### src/rtl/ram_fifo_ctrl_if.sv
// ram_fifo_ctrl_if: bundle of the push stream, the pop stream and the external
// simple dual-port RAM bus of ram_fifo_ctrl.
//   master : controller side (drives wr_ready, rd_*, ram_data/addr/we)
//   slave  : environment side (producer, consumer and RAM)
//   wr_data/wr_valid/wr_ready  push stream
//   rd_data/rd_valid/rd_ready  pop stream
//   ram_data/ram_write_addr/ram_we/ram_read_addr/ram_q  RAM ports
interface ram_fifo_ctrl_if #(
  parameter int DATA_WIDTH = 8,
  parameter int ADDR_WIDTH = 6
);
  logic [DATA_WIDTH-1:0] wr_data;
  logic                  wr_valid;
  logic                  wr_ready;
  logic [DATA_WIDTH-1:0] rd_data;
  logic                  rd_valid;
  logic                  rd_ready;
  logic [DATA_WIDTH-1:0] ram_data;
  logic [ADDR_WIDTH-1:0] ram_write_addr;
  logic                  ram_we;
  logic [ADDR_WIDTH-1:0] ram_read_addr;
  logic [DATA_WIDTH-1:0] ram_q;

  modport master (
    input  wr_data, wr_valid, rd_ready, ram_q,
    output wr_ready, rd_data, rd_valid, ram_data, ram_write_addr, ram_we, ram_read_addr
  );

  modport slave (
    output wr_data, wr_valid, rd_ready, ram_q,
    input  wr_ready, rd_data, rd_valid, ram_data, ram_write_addr, ram_we, ram_read_addr
  );
endinterface

### src/rtl/ram_fifo_ctrl.sv
// ram_fifo_ctrl: single-clock FIFO controller sequencing an external simple
// dual-port RAM (registered read, 1-cycle latency, DEPTH = 2**ADDR_WIDTH).
// A 2-entry skid buffer in front of the pop port hides the RAM read latency
// so pops can proceed every cycle.
//   clock    sole clock (also clocks the RAM)
//   reset_n  synchronous active-low reset
//   flush    synchronous clear of all contents
//   level    entries held: RAM + in-flight fetch + skid buffer
//   fifo     push/pop streams and RAM bus (ram_fifo_ctrl_if.master)
module ram_fifo_ctrl #(
  parameter int DATA_WIDTH = 8,
  parameter int ADDR_WIDTH = 6
) (
  input  logic                  clock,
  input  logic                  reset_n,
  input  logic                  flush,
  output logic [ADDR_WIDTH:0]   level,
  ram_fifo_ctrl_if.master       fifo
);

  localparam logic [ADDR_WIDTH:0] FULL_LEVEL = {1'b1, {ADDR_WIDTH{1'b0}}};

  logic [ADDR_WIDTH-1:0] wr_ptr;
  logic [ADDR_WIDTH-1:0] rd_ptr;
  logic [ADDR_WIDTH:0]   ram_count;
  logic                  fetch_inflight;
  logic [DATA_WIDTH-1:0] skid0;  // head
  logic [DATA_WIDTH-1:0] skid1;
  logic [1:0]            skid_count;

  logic                  push;
  logic                  pop;
  logic                  fetch;
  logic                  capture;
  logic [1:0]            skid_demand;
  logic [DATA_WIDTH-1:0] skid0_next;
  logic [DATA_WIDTH-1:0] skid1_next;
  logic [1:0]            skid_count_next;

  always_comb begin
    fifo.wr_ready       = (level < FULL_LEVEL);
    fifo.rd_valid       = (skid_count != 2'd0);
    fifo.rd_data        = skid0;

    push                = fifo.wr_valid && fifo.wr_ready && !flush;
    pop                 = fifo.rd_valid && fifo.rd_ready && !flush;

    fifo.ram_we         = push;
    fifo.ram_write_addr = wr_ptr;
    fifo.ram_data       = fifo.wr_data;
    fifo.ram_read_addr  = rd_ptr;

    // Skid slots that will be claimed after this edge if no new fetch issues;
    // a fetch is only issued when a slot is guaranteed for its data.
    skid_demand = skid_count + {1'b0, fetch_inflight} - {1'b0, pop};
    fetch       = (ram_count != '0) && (skid_demand < 2'd2) && !flush;

    // Data of a fetch issued before a flush is dropped on arrival.
    capture     = fetch_inflight && !flush;
  end

  // Pop shifts the tail to the head first; a capture then lands in the first
  // free slot, so a simultaneous capture+pop keeps FIFO order.
  always_comb begin
    skid0_next      = skid0;
    skid1_next      = skid1;
    skid_count_next = skid_count;
    if (pop) begin
      skid0_next      = skid1;
      skid_count_next = skid_count_next - 2'd1;
    end
    if (capture) begin
      if (skid_count_next == 2'd0) begin
        skid0_next = fifo.ram_q;
      end else begin
        skid1_next = fifo.ram_q;
      end
      skid_count_next = skid_count_next + 2'd1;
    end
  end

  always_ff @(posedge clock) begin
    if (!reset_n || flush) begin
      wr_ptr         <= '0;
      rd_ptr         <= '0;
      ram_count      <= '0;
      fetch_inflight <= 1'b0;
      skid0          <= '0;
      skid1          <= '0;
      skid_count     <= '0;
      level          <= '0;
    end else begin
      if (push) begin
        wr_ptr <= wr_ptr + ADDR_WIDTH'(1);
      end
      if (fetch) begin
        rd_ptr <= rd_ptr + ADDR_WIDTH'(1);
      end
      ram_count      <= ram_count + (ADDR_WIDTH+1)'(push) - (ADDR_WIDTH+1)'(fetch);
      fetch_inflight <= fetch;
      skid0          <= skid0_next;
      skid1          <= skid1_next;
      skid_count     <= skid_count_next;
      level          <= level + (ADDR_WIDTH+1)'(push) - (ADDR_WIDTH+1)'(pop);
    end
  end

endmodule

### src/flat_wrapper.sv
// flat-port wrapper written by rule: the top's interface ports become plain ports
module ram_fifo_ctrl_flat 
#(
  parameter int DATA_WIDTH = 8,
  parameter int ADDR_WIDTH = 6
)
  (clock, reset_n, flush, level, fifo_wr_data, fifo_wr_valid, fifo_rd_ready, fifo_ram_q, fifo_wr_ready, fifo_rd_data, fifo_rd_valid, fifo_ram_data, fifo_ram_write_addr, fifo_ram_we, fifo_ram_read_addr);
  ram_fifo_ctrl_if #(.DATA_WIDTH(DATA_WIDTH), .ADDR_WIDTH(ADDR_WIDTH)) fifo_i ();
  input  logic clock;
  input  logic reset_n;
  input  logic flush;
  output logic [ADDR_WIDTH:0] level;
  input wire logic [$bits(fifo_i.wr_data)-1:0] fifo_wr_data;
  input wire logic [$bits(fifo_i.wr_valid)-1:0] fifo_wr_valid;
  input wire logic [$bits(fifo_i.rd_ready)-1:0] fifo_rd_ready;
  input wire logic [$bits(fifo_i.ram_q)-1:0] fifo_ram_q;
  output wire logic [$bits(fifo_i.wr_ready)-1:0] fifo_wr_ready;
  output wire logic [$bits(fifo_i.rd_data)-1:0] fifo_rd_data;
  output wire logic [$bits(fifo_i.rd_valid)-1:0] fifo_rd_valid;
  output wire logic [$bits(fifo_i.ram_data)-1:0] fifo_ram_data;
  output wire logic [$bits(fifo_i.ram_write_addr)-1:0] fifo_ram_write_addr;
  output wire logic [$bits(fifo_i.ram_we)-1:0] fifo_ram_we;
  output wire logic [$bits(fifo_i.ram_read_addr)-1:0] fifo_ram_read_addr;
  assign fifo_i.wr_data = fifo_wr_data;
  assign fifo_i.wr_valid = fifo_wr_valid;
  assign fifo_i.rd_ready = fifo_rd_ready;
  assign fifo_i.ram_q = fifo_ram_q;
  assign fifo_wr_ready = fifo_i.wr_ready;
  assign fifo_rd_data = fifo_i.rd_data;
  assign fifo_rd_valid = fifo_i.rd_valid;
  assign fifo_ram_data = fifo_i.ram_data;
  assign fifo_ram_write_addr = fifo_i.ram_write_addr;
  assign fifo_ram_we = fifo_i.ram_we;
  assign fifo_ram_read_addr = fifo_i.ram_read_addr;
  ram_fifo_ctrl #(.DATA_WIDTH(DATA_WIDTH), .ADDR_WIDTH(ADDR_WIDTH)) u_core (.clock(clock), .reset_n(reset_n), .flush(flush), .level(level), .fifo(fifo_i));
endmodule
### config.mk
export PLATFORM = sky130hd
export DESIGN_NAME = ram_fifo_ctrl_flat
export DESIGN_NICKNAME = d
export VERILOG_FILES = /design/src/rtl/ram_fifo_ctrl_if.sv /design/src/rtl/ram_fifo_ctrl.sv /design/src/flat_wrapper.sv
export SDC_FILE = /design/constraint.sdc
export NUM_CORES = 1
export LEC_CHECK = 0
export BUFFER_PORTS_ARGS = -buffer_cell sky130_fd_sc_hd__buf_2
export CAP_MARGIN = 25
export CORE_MARGIN = 1
export CORE_UTILIZATION = 54
export CTS_BUF_LIST = sky130_fd_sc_hd__clkbuf_16
export CTS_CLUSTER_DIAMETER = 50
export DETAILED_ROUTE_END_ITERATION = 6
export PLACE_DENSITY = 0.8
export SLEW_MARGIN = 40
export SYNTH_ARGS = -nofsm -noshare
export SYNTH_HDL_FRONTEND = slang
export SYNTH_SLANG_ARGS = --single-unit
### constraint.sdc
create_clock -name clock -period 4.69 [get_ports clock]
set_input_delay 0.469 -clock clock [delete_from_list [all_inputs] [get_ports clock]]
set_output_delay 0.469 -clock clock [all_outputs]
set_load 0.05 [all_outputs]
== After elaboration in Yosys (flattened, before gate mapping) ==
Cells that the tools add are included.
Storage, ports and cells
  input bits: 21
  logic and storage cells: 40
  output and inout bits: 38
  bits in registers: 45
Operators by class
  $lt $le $gt $ge: 2
  reduce and logical (&&, ||, !) cells: 14
  bitwise gates (word level): 1
  $add $sub $neg: 10
  multiplexer cells: 5
Operators by type and width (count)
  2-to-1 mux 8 bit: 3
  adder 7 x 1 -> 7 bit: 2
  subtractor 7 x 1 -> 7 bit: 2
  adder 6 x 1 -> 6 bit, second input constant: 2
  logical AND 1 bit: 7
  < comparator 7 bit, second input constant: 1
  nonzero test 7 bit: 1
  2-to-1 mux 2 bit: 2
  adder 2 x 1 -> 2 bit: 1
  adder 2 x 1 -> 2 bit, second input constant: 1
  zero test 1 bit: 2
  zero test 2 bit: 1
  < comparator 2 bit, second input constant: 1
  AND reduction 2 bit: 1
  nonzero test 2 bit: 1
  subtractor 2 x 1 -> 2 bit: 1
  subtractor 2 x 1 -> 2 bit, second input constant: 1
  logical OR 1 bit: 1
  NOT 1 bit: 1

== Depth between registers and ports, before layout ==
  depth in word-level cells: 8
  gate-level depth with buffers: 15

== Worst setup path before layout ==
OpenSTA, ideal clock, no wires.
  path kind: input to register
  from: input port flush
  to: register u_core.ram_count[6]
  setup slack: 0.864 ns
  library setup time: 0.131 ns
  path buffers: 1
  data arrival time: 3.695 ns
  stages: 12
  cell sequence: buf_2 > nor3b_1 > inv_1 > ha_1 > inv_1 > ha_1 > inv_1 > fa_1 > nand2b_1 > a21oi_1 > o21a_1 > o211ai_1
On the way
  elaborated cells between the ends (all ways): 10
RTL lines
  start, declared: line flat_wrapper.sv:11  | input logic flush;
  zero test 1 bit: line ram_fifo_ctrl.sv:45  | push = fifo.wr_valid && fifo.wr_ready && !flush;
  logical AND 1 bit: line ram_fifo_ctrl.sv:45
  named net fifo_ram_we: line flat_wrapper.sv:22  | output wire logic [$bits(fifo_i.ram_we)-1:0] fifo_ram_we;
  adder 7 x 1 -> 7 bit: line ram_fifo_ctrl.sv:99  | ram_count <= ram_count + (ADDR_WIDTH+1)'(push) - (ADDR_WIDTH+1)'(fetch);
  subtractor 7 x 1 -> 7 bit: line ram_fifo_ctrl.sv:99
  end signal, assigned: line ram_fifo_ctrl.sv:99
  end, declared: line ram_fifo_ctrl.sv:25  | logic [ADDR_WIDTH:0] ram_count;
The timed path passes the listed nets, and every way through them passes these cells.
A chain may end at the register's enable or synchronous reset.

== Worst setup path after layout ==
  from: register u_core.skid_count[1]
  to: register u_core.ram_count[6]
On the way
  cells in the longest elaborated chain, start to end: 8
  elaborated cells between the ends (all ways): 9
Ends and longest elaborated chain
  start, declared: line ram_fifo_ctrl.sv:29  | logic [1:0] skid_count;
  start signal, assigned: line ram_fifo_ctrl.sv:103  | skid_count <= skid_count_next;
  branches (longest 3 deep; another with adder 2 x 1 -> 2 bit)
  subtractor 2 x 1 -> 2 bit (*): line ram_fifo_ctrl.sv:55  | skid_demand = skid_count + {1'b0, fetch_inflight} - {1'b0, pop};
  < comparator 2 bit (*): line ram_fifo_ctrl.sv:56  | fetch = (ram_count != '0) && (skid_demand < 2'd2) && !flush;
  logical AND 1 bit (*) (2 in a row): line ram_fifo_ctrl.sv:56
  named net u_core.fetch: line ram_fifo_ctrl.sv:33  | logic fetch;
  subtractor 7 x 1 -> 7 bit (*): line ram_fifo_ctrl.sv:99
Mark *: on every way through the listed nets, which the timed path passes.

==> results.json <==
{
  "cp_num_buf_inv": 4,
  "htree_levels": 2,
  "synth_top_area_share_pct": 34.3,
  "finalSetupTns_ps": 0,
  "drt_iter0_markers": 99,
  "worstPathMaxFanout": 13,
  "port_buffers": 42,
  "die_x_um": 71.8,
  "ff_latch_area_um2": 901,
  "routedWlPerCell_um": 13.7,
  "synth.distinct_cells": 41,
  "antenna_left": 0,
  "syn_area_per_cell_um2": 9.07,
  "fin_skew_ps": 5.22,
  "root_buffer": "clkbuf_16",
  "vias": 2112,
  "chipHeight_um": 71.8,
  "min_path_cells": 3,
  "end_kind": "register",
  "rows": 25,
  "num_antenna_cells": 0,
  "fin_crit_sh_pct": 79.0,
  "clk_latency_ps": 290,
  "cp-start-kind": "register",
  "post_drt_via_cell_ratio": 5.59,
  "synthTopCellsByArea": "dfxtp_1 34%, mux2i_1 10%, ha_1 9.0%",
  "rsz0062_at_grt": "no",
  "holdBufCountCts": 0,
  "max_stage_delay_ps": 430,
  "num-nets-final": 365,
  "final_hold_viol_count": 0,
  "multiInputGateArea_um2": 1530,
  "drc": 0,
  "syn2layout_area_growth_pct": 13.2,
  "min_period_ps": 3710,
  "routed_wirelength_um": 5160,
  "drt_pre_antenna_iters": 6,
  "core_area_um2": 4690,
  "crit_slowest_cell": "dfxtp_1",
  "r2r_cells": 15,
  "relSlewSlack_pct": 55.4,
  "clock_sinks": 45,
  "yosys_warnings": 0,
  "min_path_type": "in -> reg",
  "grt_pass1_wl_um": 8800,
  "synth.largest_area_cell": "dfxtp_1",
  "final_common_cell": "dfxtp_1",
  "max_cap_viol_count": 0,
  "ys_ff_latch": 45,
  "layout-drive-gt1-share_pct": 17.6,
  "cts_buffers": 5,
  "clock_tree.buffer_depth": 2,
  "path_cells": "inv_1 > ha_1 > nor3b_4 > buf_4 > mux2i_4 > mux2i_4 > ha_1 > inv_1 > ha_1 > inv_1 > fa_1 > nand2b_1 > a21oi_1 > o21a_1 > o211ai_1",
  "setup_viol": 0,
  "globalplace.congestion": 0.854,
  "grt_pass1_vias": 2020,
  "path_class": "reg -> reg",
  "reg2reg_slack_ps": 980,
  "antenna_found_initial": 0,
  "powerDensity_nw_per_um2": 421,
  "fmax_mhz": 270,
  "path_clk_slew_ps": 70,
  "grtUsageTotal_pct": 21.7,
  "hpwl_um": 3730,
  "io_pins": 59,
  "leakagePower_nw": 1.24,
  "start_util_pct": 56.1,
  "grt_max_degree": 29,
  "synth_cells": 290,
  "final_cell_mix": "45 x dfxtp_1, 42 x buf_2, 31 x nor2_1",
  "cts_resized": 0,
  "total_power_mw": 1.25,
  "worstMarginPinSlew_ps": 667,
  "cts_tree": "yes",
  "crit_family": "adder cells",
  "arrival_ps": 3870,
  "syn-cell-area_um2": 2630,
  "fill_cells": 380,
  "status": "finished clean",
  "syn_nets": 332,
  "post_cts_buffers": 0,
  "die_area_um2": 5150,
  "maxSlewViolCount": 0,
  "vdd_ir_drop_max_mv": 0.195,
  "path_depth": 15,
  "overflow": 0,
  "ys_seq_area_share_pct": 34.3,
  "worstPathRequired_ps": 4850
}
[cell usage after synthesis (all sizes together)]
cell,instances
nand2,13
o211ai,11
nand3,2
clkbuf,2
fa,2
buf,17
nor2,31
dfxtp,45
a311oi,2
mux2i,29
o2111ai,3
or3,1
or4,3
o41a,1
and4,2
nor4b,2
xnor2,6
nor2b,8
nand3b,2
nor3,8
inv,26
o21ai,5
xor2,6
and2,4
nor4,3
and3,3
nand4,2
nand4bb,1
a21o,2
o21a,3
ha,19
a211oi,8
nand2b,8
nor3b,3
a21oi,5
and4b,2
[tightest hold or removal path, cell delays in order]
cell	delay, ps
buf_2	90
mux2i_1	60
nor2_1	70
[report_power, final]
part / internal [mW] / switching [mW]
sequential: 0.417 / 0.0324
combinational: 0.165 / 0.280
clock: 0.200 / 0.158
[stage by stage]
| step | hold slack [ps] | std cells | util (%) | setup WS (ps) | cell area (µm²) |
|---|---|---|---|---|---|
| after floorplan | 460 | 290 | - | 864 | 2630 |
| after global placement | 459 | 370 | 60.1 | 1150 | 2820 |
| after detailed placement | 468 | 370 | 60.1 | 1050 | 2820 |
| after CTS | 429 | 378 | 63.3 | 977 | 2970 |
| after global routing | 449 | 378 | 63.5 | 673 | 2980 |
| final | 428 | 378 | 63.5 | 984 | 2980 |
[cell type report]
cell class / count / area share (%)
Multi-Input combinational cell: 200 / 51.3
Sequential cell: 45 / 30.3
Timing Repair Buffer: 45 / 7.82
Clock buffer: 5 / 4.20
Inverter: 26 / 3.28
Tap cell: 54 / 2.27
Clock inverter: 3 / 0.840
[cells by family (layout without fill, tap and decap cells)]
group                      Yosys count  count (layout)  share of synthesized area (%)
AOI/OAI and AO/OA                   40              40                           10.8
xor gates and xnor gates            12              12                           4.00
muxes                               29              29                           12.0
buffers and inverters               45              79                           7.85
and+or+nand+nor                     98              98                           20.5
adders and majority gates           21              21                           10.6
DFF                                 45              45                           34.3
[state kept, by name, summed over array words and instances, names as in the netlist]
signal                      count
u_core.fifo.ram_write_addr      6
u_core.fifo.ram_read_addr       6
u_core.level                    7
u_core.skid1                    8
u_core.skid_count               2
u_core.ram_count                7
u_core.fifo.rd_data             8
u_core.fetch_inflight           1
[per-layer routing]
metal  vias up  share of wire [%]  GRT usage [%]
met1       971                 46           27.0
met4         0                2.2           10.2
li1       1074                  -              -
met2        54                 47           35.7
met5         -                  0              0
met3        13                4.4           4.64
[worst paths after layout]
kind                                 from                      endpoint
min                         fifo_ram_q[4]               u_core.skid1[4]
min reg2reg  u_core.fifo.ram_read_addr[5]  u_core.fifo.ram_read_addr[5]
max reg2reg          u_core.skid_count[1]           u_core.ram_count[6]
max                  u_core.skid_count[1]           u_core.ram_count[6]
No activity file was read; power rests on OpenSTA's default activity.
